$ cat config.mk
export PLATFORM = sky130hd
export DESIGN_NAME = alu_issue_ctrl
export DESIGN_NICKNAME = d
export VERILOG_FILES = /design/src/rtl/alu_issue_ctrl.sv
export SDC_FILE = /design/constraint.sdc
export NUM_CORES = 1
export LEC_CHECK = 0
export CAP_MARGIN = 0
export CORE_MARGIN = 4
export CORE_UTILIZATION = 52
export DETAILED_ROUTE_END_ITERATION = 7
export PLACE_DENSITY = 0.81
export SKIP_CTS_REPAIR_TIMING = 1
export SLEW_MARGIN = 30
export SYNTH_ARGS = -nofsm -noshare
export SYNTH_HDL_FRONTEND = slang
export SYNTH_SLANG_ARGS = --single-unit
$ cat constraint.sdc
create_clock -name clk -period 4.8 [get_ports clk]
set_clock_uncertainty 0.1 [all_clocks]
set_input_delay 0.96 -clock clk [delete_from_list [all_inputs] [get_ports clk]]
set_output_delay 0.96 -clock clk [all_outputs]
set_load 0.02 [all_outputs]
$ cat src/rtl/alu_issue_ctrl.sv
// alu_issue_ctrl: issues one register-to-register instruction at a time to an
// external ALU. The sequence is IDLE -> EXEC -> DONE, so one instruction
// completes every three cycles. The block also holds a 4-entry register file
// with a host preload port, and a sticky overflow flag.
// Optional feature macro: ALU_OVF_TRAP_EN. When it is defined, an overflowing
// result is not written back to the register file.
module alu_issue_ctrl #(
    parameter int DATA_W = 16
) (
    input  logic              clk,
    input  logic              reset,
    input  logic              instr_valid,
    output logic              instr_ready,
    input  logic [15:0]       instr,
    output logic [DATA_W-1:0] alu_a,
    output logic [DATA_W-1:0] alu_b,
    output logic [3:0]        alu_func,
    input  logic [DATA_W-1:0] alu_c,
    input  logic              alu_ovf,
    input  logic              host_we,
    input  logic [1:0]        host_addr,
    input  logic [DATA_W-1:0] host_wdata,
    input  logic [1:0]        rd_addr,
    output logic [DATA_W-1:0] rd_data,
    output logic              done,
    output logic [DATA_W-1:0] result,
    output logic              result_ovf,
    output logic              ovf_sticky,
    input  logic              ovf_clr
);

    typedef enum logic [1:0] {IDLE, EXEC, DONE} state_t;

    state_t            state_q, state_d;
    logic [DATA_W-1:0] rf_q [4];
    logic [DATA_W-1:0] alu_a_q, alu_b_q, result_q;
    logic [3:0]        alu_func_q;
    logic [1:0]        rd_q;
    logic              done_q, result_ovf_q, ovf_sticky_q;
    logic              accept, exec_close, wb_en;

    // Bits [5:0] of the instruction word carry no information.
    logic              unused_instr_bits;
    assign unused_instr_bits = ^instr[5:0];

    // Next-state logic and per-state strobes.
    always_comb begin
        state_d    = state_q;
        accept     = 1'b0;
        exec_close = 1'b0;
        wb_en      = 1'b0;
        case (state_q)
            IDLE: begin
                if (instr_valid) begin
                    accept  = 1'b1;
                    state_d = EXEC;
                end
            end
            EXEC: begin
                exec_close = 1'b1;
`ifdef ALU_OVF_TRAP_EN
                wb_en      = ~alu_ovf;
`else
                wb_en      = 1'b1;
`endif
                state_d    = DONE;
            end
            DONE:    state_d = IDLE;
            default: state_d = IDLE;
        endcase
    end

    // State register.
    always_ff @(posedge clk or posedge reset) begin
        if (reset) state_q <= IDLE;
        else       state_q <= state_d;
    end

    // Register file. If the host writes the same register on the edge where
    // the writeback happens, the writeback wins.
    always_ff @(posedge clk or posedge reset) begin
        if (reset) begin
            for (int i = 0; i < 4; i++) rf_q[i] <= '0;
        end else begin
            for (int i = 0; i < 4; i++) begin
                if (wb_en && rd_q == 2'(i))
                    rf_q[i] <= alu_c;
                else if (host_we && host_addr == 2'(i))
                    rf_q[i] <= host_wdata;
            end
        end
    end

    // Operand and function latch at acceptance. These values hold outside EXEC.
    // The register file is read here, so every earlier writeback is already seen.
    always_ff @(posedge clk or posedge reset) begin
        if (reset) begin
            alu_a_q    <= '0;
            alu_b_q    <= '0;
            alu_func_q <= 4'b1111;
            rd_q       <= 2'd0;
        end else if (accept) begin
            alu_a_q    <= rf_q[instr[11:10]];
            alu_b_q    <= rf_q[instr[9:8]];
            alu_func_q <= instr[15:12];
            rd_q       <= instr[7:6];
        end
    end

    // Completion: capture the result, then pulse done for the DONE cycle.
    always_ff @(posedge clk or posedge reset) begin
        if (reset) begin
            result_q     <= '0;
            result_ovf_q <= 1'b0;
            done_q       <= 1'b0;
        end else begin
            done_q <= exec_close;
            if (exec_close) begin
                result_q     <= alu_c;
                result_ovf_q <= alu_ovf;
            end
        end
    end

    // Sticky overflow flag. A set takes priority over a simultaneous clear.
    always_ff @(posedge clk or posedge reset) begin
        if (reset)                        ovf_sticky_q <= 1'b0;
        else if (exec_close && alu_ovf)   ovf_sticky_q <= 1'b1;
        else if (ovf_clr)                 ovf_sticky_q <= 1'b0;
    end

    assign instr_ready = (state_q == IDLE);
    assign alu_a       = alu_a_q;
    assign alu_b       = alu_b_q;
    assign alu_func    = alu_func_q;
    assign rd_data     = rf_q[rd_addr];
    assign done        = done_q;
    assign result      = result_q;
    assign result_ovf  = result_ovf_q;
    assign ovf_sticky  = ovf_sticky_q;

endmodule

==> out/results.txt, run 1 <==
CP arrival -> 2.89 ns
crit start category -> input port
drt pass-1 iters -> 7
Int Pwr -> 3180 uW
final-report max-slew violation count -> 0
final core utilization -> 0.686
Leak Pwr -> 0.00383 uW
Crit path required time -> 3.74 ns
clk buf depth -> 2
Synth Cell Area -> 6320 um2
gpl congestion -> 0.952
clock latency on the worst-skew pair -> 0.42 ns
Setup Viol. Count Final -> 0
die span in x -> 118 um
Cells after DPL -> 834
Ports -> 130
P_sw -> 1830 uW
global-route wire length before repair -> 29900 um
wire length per cell -> 21.6 um
I/O Buffers -> 123
Ys Warns -> 0
initial antenna violation count -> 0
worst hold path type -> register to register
max-capacitance violation count -> 0
GRT overflow -> 0
Clock Root Buffer -> clkbuf_16
RSZ-0062 raised after global routing -> no
register area share after synthesis -> 0.488
Synth Instances -> 598
start point of the critical path -> rd_addr[0]
Worst-path clk slew -> 0.06 ns
min cycle time layout -> 3.95 ns
die height -> 118 um
Antenna Violating Nets Remaining -> 0
syn_area_per_cell -> 10.6 um2
via count -> 5360
clock sink total -> 123
largest net degree at the start of global routing -> 63
core area -> 12000 um2
Row Count -> 40
#FFs+latches synth -> 123
actual slew at the worst max-slew pin -> 0.976 ns
antenna diode count -> 0
compound-cell area share of the yosys netlist -> 0.0990
# DRC -> 0
Flop pwr share -> 0.384
layout cells sized above 1 -> 0.104
Synth cell types -> 27
vias in the first global route -> 5460
CTS tree -> done
Clk pwr share -> 0.259
worst relative slew slack -> 0.350
CTS buffer count -> 17
largest family of logic cells by synthesized area -> multiplexers
fillers -> 862
final non-filler cell total -> 866
PD cells -> 611 nW/um2
Mapped Nets -> 656
Logic pwr share -> 0.357
Fmax -> 0.253 GHz
area delta synth->final -> 29.8%
Hold Crit Start -> result[5]
Fin. Hold Viols -> 0
final period utilization -> 0.823
Crit Path Max Fanout -> 16
setup TNS -> 0 ns
multiplexer area fraction after synthesis -> 0.247
post-synthesis adder-cell area fraction -> 0
Switching Fraction -> 0.365
Initial Utilization -> 0.528
Total Wirelength -> 18700 um
simple-gate portion of the synthesized area -> 0.127
GRT Util Overall -> 0.271
worst r2r src -> state_q[1]
initial detailed-routing violation count -> 650
post-synthesis xor/xnor area fraction -> 0
area of the die -> 14000 um2
CP Class -> input port to output port
status -> complete, no violations
Crit. End Element -> output port
Post-layout nets -> 764
Avg Vias per Cell -> 6.19
Worst VDD drop -> 0.258 mV
H-Tree Depth -> 4
hpwl dp -> 12800 um
[cell families after synthesis]
group	count (synthesis)
and+or+nand+nor	195
muxes	134
buffers and inverters	49
AOI/OAI and AO/OA	97
DFF	123
[worst paths after layout]
check / end / slack, ns / depth (start not counted)
setup / recovery: rd_data[10] / 0.85 / 4
hold / removal: result[5] / 0.38 / 2
setup reg to reg: alu_a[8] / 2.68 / 3
hold reg to reg: result[5] / 0.38 / 2
max in group asynchronous: rf_q[8] / 2.70 / 3
min in group asynchronous: rf_q[45] / 0.95 / 2
[placed cells by master, fill, tap and decap left out, types with 6 or more instances in the layout]
cell             netlist  final
o221ai_1              32     32
o21ai_1                6      6
clkdlybuf4s50_1        0    121
mux4_2                16     16
dfrtp_1              119    119
a31oi_1               16     16
clkbuf_16              0     17
nor2_1                16     16
nand2_1              163    163
o21ai_0               43     43
buf_4                  3      8
mux2i_1              112    112
[worst max-delay path, cell delays in order]
cell and delay, ns:
clkdlybuf4s50_1 0.46, buf_4 0.31, mux4_2 0.59, clkdlybuf4s50_1 0.56
[registers in the layout, indices dropped and copies added, names as in the netlist]
signal,cells
result_ovf,1
done,1
state_q,2
alu_a,16
ovf_sticky,1
rf_q,64
result,16
alu_func,4
rd_q,2
alu_b,16
[power groups by stage]
stage	Combinational, uW	Clock (uW)	Sequential (uW)
final	1790	1300	1930
after global routing	1920	1350	1970
after CTS	1790	1300	1900
after detailed placement	1770	0	1910
after global placement	1710	0	1880
after floorplan	829	0	1970
[metal layers]
metal  part of all wire  track usage  routed length (um)  up-vias
met1               0.42        0.378                7770     2687
met4              0.017       0.0886                 313        0
met5                  0            0                   0        -
li1                   -            -                   -     2365
met3               0.10       0.0852                1900       28
met2               0.47        0.406                8750      280
[metrics by stage]
stage / hold slack, ns / power [uW] / setup slack (ns) / cell area (um2)
after detailed placement: 0.362 / 3680 / 0.869 / 7590
after CTS: 0.379 / 4990 / 0.841 / 8200
after global placement: 0.359 / 3590 / 0.857 / 7570
final: 0.378 / 5010 / 0.851 / 8200
after global routing: 0.401 / 5240 / 0.791 / 8200
after floorplan: 0.436 / 2800 / 0.476 / 6320
[synthesized netlist by cell type, drive strengths merged]
cell type  instances  area (um2)
nand3              3        15.0
or3b               2        17.5
nor2              17        66.3
and4bb             2        25.0
nand2            163         612
dfrtp            119        2980
o221ai            32         280
mux2               6        82.6
inv                5        18.8
clkbuf            21        78.8
nor4b              1        15.0
buf               23         148
a31oi             16         100
nand3b             4        30.0
o21ai             49         245
dfstp              4         105
nand2b             1        6.26
and3               1        6.26
nand4b             1        8.76
mux4              16         360
mux2i            112        1120
[cell type report]
class / instances / area [um2] / area share
sequential: 123 / 3080 / 0.376
tap: 147 / 184 / 0.0224
multi-input combinational: 426 / 3000 / 0.366
clock buffer: 22 / 494 / 0.0603
clock inverter: 10 / 114 / 0.0139
inverter: 5 / 21.3 / 0.00259
timing repair buffer: 133 / 1300 / 0.159
No activity file was read; power rests on OpenSTA's default activity.
==> run 2, diff against run 1 <==
--- a/config.mk
+++ b/config.mk
@@ -7,9 +7,9 @@
 export LEC_CHECK = 0
 export CAP_MARGIN = 0
 export CORE_MARGIN = 4
-export CORE_UTILIZATION = 52
+export CORE_UTILIZATION = 47
 export DETAILED_ROUTE_END_ITERATION = 7
-export PLACE_DENSITY = 0.81
+export PLACE_DENSITY = 0.77
 export SKIP_CTS_REPAIR_TIMING = 1
 export SLEW_MARGIN = 30
 export SYNTH_ARGS = -nofsm -noshare
==> constraint.sdc (replaced) <==
create_clock -name clk -period 3.4 [get_ports clk]
set_clock_uncertainty 0.1 [all_clocks]
set_input_delay 0.68 -clock clk [delete_from_list [all_inputs] [get_ports clk]]
set_output_delay 0.68 -clock clk [all_outputs]
set_load 0.02 [all_outputs]
==> out/results.txt, run 2 (synthesis gave the netlist of run 1 again) <==
status -> finished, violations left
Total Power -> 7080 uW (+41%)
Worst VDD drop -> 0.341 mV (+32%)
max reg flops -> 64 (unchanged)
H-Tree Depth -> 4 (unchanged)
clock sink total -> 123 (unchanged)
initial detailed-routing violation count -> 681 (+4.8%)
largest net degree at the start of global routing -> 42 (-33%)
wire length per cell -> 20.7 um (-4.5%)
start point of the critical path -> rd_addr[0]
initial antenna violation count -> 0 (unchanged)
Stages on worst setup path -> 4 (unchanged)
Initial Utilization -> 0.479 (-0.0492)
buffers and inverters on the worst path -> 3 (unchanged)
core area -> 13200 um2 (+10%)
worst stage delay on the critical path -> 0.56 ns (-0.03 ns)
worst hold path type -> register to register
hpwl dp -> 12700 um (-0.55%)
# DRC -> 5 (+5)
GRT overflow -> 0 (unchanged)
CTS buffer count -> 17 (unchanged)
crit start category -> input port
min cycle time layout -> 3.27 ns
Antenna Violating Nets Remaining -> 0 (unchanged)
worst r2r src -> state_q[1]
I/O Buffers -> 123 (unchanged)
Setup Viol. Count Final -> 0 (unchanged)
Avg Vias per Cell -> 5.93 (-4.1%)
drt pass-1 iters -> 8 (+1)
placed cell areas -> 7670 um2 (+1.1%)
most flop-heavy register -> rf_q
CP arrival -> 2.49 ns (-0.40 ns)
Total Wirelength -> 18500 um (-1.3%)
actual slew at the worst max-slew pin -> 0.998 ns (+0.0226 ns)
Row Count -> 42 (+5.0%)
die height -> 124 um (+4.8%)
via count -> 5311 (-0.91%)
Post-layout nets -> 764 (unchanged)
fillers -> 1028 (+19%)
failing checks -> design-rule violations
Crit. End Element -> output port
final-report max-slew violation count -> 0 (unchanged)
fin area -> 8270 um2 (+0.87%)
GRT Util Overall -> 0.251 (-0.0201)
Crit Path Max Fanout -> 16 (unchanged)
crit path max-delay cell type -> clkdlybuf4s50_1
CTS tree -> done
gpl congestion -> 0.882 (-7.4%)
area delta synth->final -> 30.9%
RSZ-0062 raised after global routing -> no
Worst-path clk slew -> 0.05 ns (about the same)
vias in the first global route -> 5330 (-2.4%)
Ports -> 130 (unchanged)
reg2reg path depth -> 3 (unchanged)
clk buf depth -> 2 (unchanged)
CP most frequent cell -> clkdlybuf4s50_1
most common cell after layout, fill and taps aside -> nand2_1
CP cell instances -> clkdlybuf4s50_1 > buf_12 > mux4_2 > clkdlybuf4s50_1
Hold Crit Start -> result[8]
Top delay family on crit path -> buffers and inverters
commonest cells after routing, fill and taps aside -> 163 x nand2_1, 121 x clkdlybuf4s50_1, 119 x dfrtp_1
CP Class -> input port to output port
global-route wire length before repair -> 29400 um (-1.6%)
Leak Pwr -> 0.00384 uW (+0.39%)
worst relative slew slack -> 0.334 (-0.0151)
final period utilization -> 0.962
area of the die -> 15400 um2 (+9.9%)
layout cells sized above 1 -> 0.0987 (-0.00556)
FF-to-FF setup slack -> 1.32 ns (-1.36 ns)
antenna diode count -> 0 (unchanged)
Crit path required time -> 2.62 ns (-1.12 ns)
Fmax -> 0.306 GHz
WHS Path Cells -> 2 (unchanged)
setup TNS -> 0 ns (unchanged)
clock latency on the worst-skew pair -> 0.41 ns (about the same)
PD cells -> 855 nW/um2 (+40%)
Fin. Hold Viols -> 0 (unchanged)
die span in x -> 124 um (+4.8%)
Clock Root Buffer -> clkbuf_16
max-capacitance violation count -> 0 (unchanged)
-- run 2: cell types whose count changed in the layout (fill, tap and decap cells not counted), moves of 2 or more --
| cell | delta |
|---|---|
| buf_12 | +4 |
| buf_6 | -2 |
| clkbuf_8 | -2 |
| buf_4 | -2 |
| clkbuf_1 | +4 |
| clkinvlp_4 | -2 |
-- run 2: per-stage QoR --
stage               utilization  hold WS (ns)  cells  setup WS (ns)
floorplan                     -         0.436    598          0.908
global placement          0.582         0.361    863          0.126
detailed placement        0.582         0.362    863          0.134
CTS                       0.627         0.385    895          0.118
global route              0.627         0.400    895         0.0755
finish                    0.627         0.377    895          0.129
-- run 2: cell type report --
class	count	area, um2	share of cell area
Timing Repair Buffer	133	1350	0.163
Tap cell	176	220	0.0266
Clock inverter	8	118	0.0142
Multi-Input combinational cell	426	3000	0.363
Sequential cell	123	3080	0.373
Clock buffer	24	482	0.0582
Inverter	5	22.5	0.00272
-- run 2: worst paths after layout --
check,endpoint
max,rd_data[15]
min,result[8]
max reg2reg,alu_a[3]
min reg2reg,result[8]
max in group asynchronous,result[5]
min in group asynchronous,result[12]
-- run 2: report_power, final --
group / total, uW / internal (uW) / switching [uW] / leakage, uW
combinational: 2510 / 1260 / 1250 / 0.00205
sequential: 2730 / 2070 / 663 / 0.00150
clock: 1830 / 1210 / 628 / 0.000294
-- run 2: tightest hold or removal path: stages (launching register included) --
cell and delay, ns:
dfrtp_1 0.34, nand2_1 0.05, nand2_1 0.06
-- run 2: per-layer routing --
metal | vias to the layer above | track usage | share of wire
met5 | - | 0 | 0
li1 | 2367 | - | -
met2 | 302 | 0.376 | 0.46
met4 | 0 | 0.0883 | 0.019
met3 | 35 | 0.0622 | 0.093
met1 | 2607 | 0.357 | 0.43
==> run 3, diff against run 2 <==
--- a/config.mk
+++ b/config.mk
@@ -11,6 +11,7 @@
 export DETAILED_ROUTE_END_ITERATION = 7
 export PLACE_DENSITY = 0.77
 export SKIP_CTS_REPAIR_TIMING = 1
+export SKIP_LAST_GASP = 1
 export SLEW_MARGIN = 30
 export SYNTH_ARGS = -nofsm -noshare
 export SYNTH_HDL_FRONTEND = slang
==> results of run 3 <==
Final layout, timing and power as in run 2 (identical DEF).
==> variant 1: new RTL, config.mk and constraints of run 2 <==
Reset style: synchronous (`reset`), changed in 5 clocked blocks.
--- a/src/rtl/alu_issue_ctrl.sv
+++ b/src/rtl/alu_issue_ctrl.sv
@@ -72,5 +72,5 @@
 
     // State register.
-    always_ff @(posedge clk or posedge reset) begin
+    always_ff @(posedge clk) begin
         if (reset) state_q <= IDLE;
         else       state_q <= state_d;
@@ -79,5 +79,5 @@
     // Register file. If the host writes the same register on the edge where
     // the writeback happens, the writeback wins.
-    always_ff @(posedge clk or posedge reset) begin
+    always_ff @(posedge clk) begin
         if (reset) begin
             for (int i = 0; i < 4; i++) rf_q[i] <= '0;
@@ -94,5 +94,5 @@
     // Operand and function latch at acceptance. These values hold outside EXEC.
     // The register file is read here, so every earlier writeback is already seen.
-    always_ff @(posedge clk or posedge reset) begin
+    always_ff @(posedge clk) begin
         if (reset) begin
             alu_a_q    <= '0;
@@ -109,5 +109,5 @@
 
     // Completion: capture the result, then pulse done for the DONE cycle.
-    always_ff @(posedge clk or posedge reset) begin
+    always_ff @(posedge clk) begin
         if (reset) begin
             result_q     <= '0;
@@ -124,5 +124,5 @@
 
     // Sticky overflow flag. A set takes priority over a simultaneous clear.
-    always_ff @(posedge clk or posedge reset) begin
+    always_ff @(posedge clk) begin
         if (reset)                        ovf_sticky_q <= 1'b0;
         else if (exec_close && alu_ovf)   ovf_sticky_q <= 1'b1;
Formal check against the unedited RTL: differs if reset is asserted again (counterexample within 4 cycles, from zero or initial values and one cycle with reset high); with reset held inactive, the same outputs for 4 cycles.
==> variant 1 against run 2 <==
Worst setup slack worse by 0.040 ns; register-to-register slack worse by 0.16 ns; wire length down 13%; highest routed layer unchanged; sequential share of layout area up 1.8 points; largest cell class unchanged; sequential cell count unchanged; critical endpoint is now rd_data[4]; area after synthesis down 6.3%; final area down 3.9%; fmax down 1.2%; non-clock buffer count up 6.
Power is not compared: it rests on default switching activity, and its combinational part moved more than twofold at a synthesized area within 25%.
==> variant 1: results (changes against run 2) <==
- Status: finished, final reports clean
- Post-synth EDFFs: 64 (+64)
- NonClk Buf Share: 17.1% (+0.81 points)
- Final-layout worst hold slack: 0.357 ns (-0.0198 ns)
- Ranking of synthesized cells by area: sky130_fd_sc_hd__edfxtp_1 32%, sky130_fd_sc_hd__dfxtp_1 20%, sky130_fd_sc_hd__mux4_2 18%
- Synth Flop Type: sky130_fd_sc_hd__edfxtp_1
- Via count of the first global-routing pass: 4541 (-15%)
- Endpoint with the worst hold slack: result[6]
- Most frequent cells after synthesis: 64 x sky130_fd_sc_hd__a22o_1, 64 x sky130_fd_sc_hd__edfxtp_1, 59 x sky130_fd_sc_hd__dfxtp_1
- Fraction of layout instances using a drive strength above 1: 18.2% (+8.3 points)
- Global Route Usage Sum: 23.1% (-2.0 points)
- Multi-input combinational cell area: 2630 µm² (-12%)
- Startpoint of the lowest-slack register-to-register path: state_q[0]
- DP Cell Count: 715 (-17%)
- 1st-pass router iterations: 6 (-2)
- Cell variety after synth: 32 (+19%)
- Growth of design area from synthesis to finish: 34.3%
- Worst relative slew slack: 43.0% (+9.6 points)
- Sum of routed wire segments on met1: 6.32 mm (-20%)
- Hold Crit Start: result[6]
- Proportion of synthesized chip area in sequential cells: 52.4% (+3.6 points)
- Number of multi-input logic gates: 285 (-33%)
- Area post-placement: 7300 µm² (-4.9%)
- Seq. cell area: 3100 µm² (+0.65%)
- Maximum number of pins on one net before global-route repair: 34 (-19%)
- Reg2reg setup slack: 1.16 ns (-0.16 ns)
- Crit Reg-Reg Endpoint: rf_q[0][1]
- Number of nets in the synthesized netlist: 511 (-22%)
- Worst setup slack after placement: 0.0718 ns (-0.0617 ns)
- Endpoint arrival time on the critical path: 2.53 ns (+0.04 ns)
- Met1 Resource Use GR: 30.0% (-5.7 points)
- Total number of sequential cells: 123 (unchanged)
- Number of buffers other than clock buffers in the final layout: 139 (+4.5%)
- DR iter-0 viols: 766 (+12%)
- Metal2 WL: 7.77 mm (-8.5%)
- DPL Wire Length: 11.4 mm (-11%)
- Wire length on met3: 1.64 mm (-5.4%)
- Post-layout nets: 624 (-18%)
- Vias after detailed routing: 4591 (-14%)
- First-pass GRT wire length: 25.7 mm (-13%)
- Vias per cell: 6.15 (+3.7%)
- Category of cells accounting for the largest share of critical-path delay: buffers and inverters
- Fill count: 897 (-13%)
- Final critical delay including setup and external delays: 3.31 ns (+0.0398 ns)
- Reg2Reg Depth: 3 (unchanged)
- Met3 layer usage reported by global route: 7.67% (+1.4 points)
- Clock buf/inv share: 8.20% (+0.95 points)
- GPL Wtd Cong: 0.801 (-9.2%)
- Met2 track demand over resource in global routing: 36.2% (-1.5 points)
variant 1: cell count changes after synthesis, sizes merged, moves of 32 or more:
cell | run 2 | this run
nand2 | 163 | 37
dfrtp | 119 | 0
mux2i | 112 | 2
a22o | 0 | 64
edfxtp | 0 | 64
dfxtp | 0 | 59
mux4 | 16 | 48
o221ai | 32 | 0
variant 1: cells by family (layout without fill, tap and decap cells):
kind of cell,Yosys count,after routing,share of synthesized area (%)
AO/OA/AOI/OAI,123,123,15.3
buffers and inverters,45,170,3.59
flip-flops,123,123,52.4
multiplexers,50,50,18.6
AND/OR/NAND/NOR,112,112,10.1
variant 1: power breakdown:
part / total (mW) / switching, mW / leakage (nW) / internal [mW]
combinational: 0.611 / 0.299 / 1.33 / 0.312
clock: 2.01 / 0.653 / 0.303 / 1.36
sequential: 1.73 / 0.0676 / 1.16 / 1.66
total: 4.35 / 1.02 / 2.79 / 3.33
==> variant 2: new RTL, settings of run 2 <==
Made on the original files. Build with the macro `ALU_OVF_TRAP_EN` defined.
--- a/src/rtl/alu_issue_ctrl.sv
+++ b/src/rtl/alu_issue_ctrl.sv
@@ -5,4 +5,6 @@
 // Optional feature macro: ALU_OVF_TRAP_EN. When it is defined, an overflowing
 // result is not written back to the register file.
+`define ALU_OVF_TRAP_EN
+
 module alu_issue_ctrl #(
     parameter int DATA_W = 16
Formal check against the unedited RTL: not equivalent (Yosys sat finds a counterexample within 4 cycles, from zero or initial values and one cycle with reset high).
==> variant 2 against run 2 <==
Final area is 4.3% higher; sequential cell count stayed put; worst setup slack worse by 0.036 ns; area after synthesis is 5.1% higher; wire length is 10% lower; count of clock-buffer cells in the layout is 1 higher; power is 3.8% lower; critical path type unchanged; largest cell class is now multi-input combinational cells.
==> variant 2: results (changes against run 2) <==
- Hold Crit Start: result[5]
- DP Cell Count: 717 (-17%)
- Endpoint arrival time on the critical path: 2.53 ns (+0.04 ns)
- Number of max-cap violations: 0 (unchanged)
- 1st-pass router iterations: 4 (-4)
- Startpoint of the lowest-slack register-to-register path: state_q[1]
- Cell variety after synth: 24 (-11%)
- Fraction of layout instances using a drive strength above 1: 46.7% (+37 points)
- Global Route Usage Sum: 21.6% (-3.5 points)
- Total CTS buffers: 17 (unchanged)
- Synthesized instance count: 434 (-27%)
- Final-layout worst hold slack: 0.378 ns (+0.000752 ns)
- Number of nets in the synthesized netlist: 492 (-25%)
- Maximum number of pins on one net before global-route repair: 124 (+200%)
- Proportion of synthesized chip area in sequential cells: 46.4% (-2.4 points)
- HP Class: reg -> reg
- Static Leak: 3.60 nW (-6.2%)
- Worst relative slew slack: 50.9% (+17 points)
- Finished Layout Cells: 749 (-16%)
- Proportion of register bits with asynchronous set or reset after synthesis: 100% (unchanged)
- Switching share of power: 30.2% (-5.7 points)
- Most frequent cells after synthesis: 143 x sky130_fd_sc_hd__mux2_2, 119 x sky130_fd_sc_hd__dfrtp_1, 51 x sky130_fd_sc_hd__nand2_1
- Endpoint with the worst hold slack: result[5]
- DR iter-0 viols: 211 (-69%)
- Reg2Reg Depth: 4 (+1)
- DPL Wire Length: 10.7 mm (-16%)
- Status: finished, final reports clean
- Vias after detailed routing: 4234 (-20%)
- VDD IR-drop max: 0.361 mV (+5.9%)
- Crit Reg-Reg Endpoint: rf_q[13]
- GPL Wtd Cong: 0.752 (-15%)
- Post-layout nets: 614 (-20%)
- Via count of the first global-routing pass: 4667 (-12%)
[variant 2: worst max path at each step]
stage,startpoint,endpoint,slack [ns]
3_5_place_dp,rd_addr[0],rd_data[15],0.09
2_1_floorplan,rd_addr[0],rd_data[10],0.81
5_1_grt,rd_addr[0],rd_data[14],0.05
3_3_place_gp,rd_addr[0],rd_data[15],0.09
4_1_cts,rd_addr[0],rd_data[15],0.08
6_report,rd_addr[0],rd_data[14],0.09
[variant 2: per-layer routing]
layer,routed length [µm],global-route usage (%),part of all wire [%],vias to the layer above
met5,0,0,0,-
met4,237,6.69,1.4,0
met3,873,5.39,5.3,20
met2,8540,35.8,52,122
met1,6930,28.1,42,2215
li1,-,-,-,1877
[variant 2: power groups by stage]
stage          Combinational [mW]  Clock, mW  Sequential, mW
6_report                     2.58       1.84            2.39
5_1_grt                      2.73       1.93            2.47
4_1_cts                      2.62       1.87            2.39
3_5_place_dp                 2.60          0            2.41
3_3_place_gp                 2.55          0            2.36
2_1_floorplan                1.29          0            2.65
[variant 2: stage by stage]
stage	power (mW)	utilization (%)	cell area [µm²]
6_report	6.81	62.1	8620
5_1_grt	7.14	62.1	8620
4_1_cts	6.88	62.1	8620
3_5_place_dp	5.01	57.8	8030
3_3_place_gp	4.91	57.8	8030
2_1_floorplan	3.93	-	6650
[variant 2: cell families (layout without fill, tap and decap cells)]
group                  Yosys count  after routing  share of synthesized area [%]
AND/OR/NAND/NOR                 62             62                           4.67
multiplexers                   214            214                           45.7
flip-flops                     123            123                           46.4
buffers and inverters           34            169                           3.13
AO/OA/AOI/OAI                    1              1                         0.0753
[variant 2: cell type report]
cell class | instances | area [µm²]
clock inverters | 7 | 113
clock buffers | 25 | 485
inverters | 4 | 20.0
fillers | 1031 | 5260
repair buffers | 133 | 1340
multi-input cells | 277 | 3350
flip-flops and latches | 123 | 3080
well taps | 180 | 225
[variant 2: worst reg2reg max path, cell delays in order (launching register included)]
cell and delay, ns:
sky130_fd_sc_hd__dfrtp_1 0.37, sky130_fd_sc_hd__nand2b_4 0.28, sky130_fd_sc_hd__clkinv_2 0.31, sky130_fd_sc_hd__nand4b_2 0.65, sky130_fd_sc_hd__mux2_2 0.53
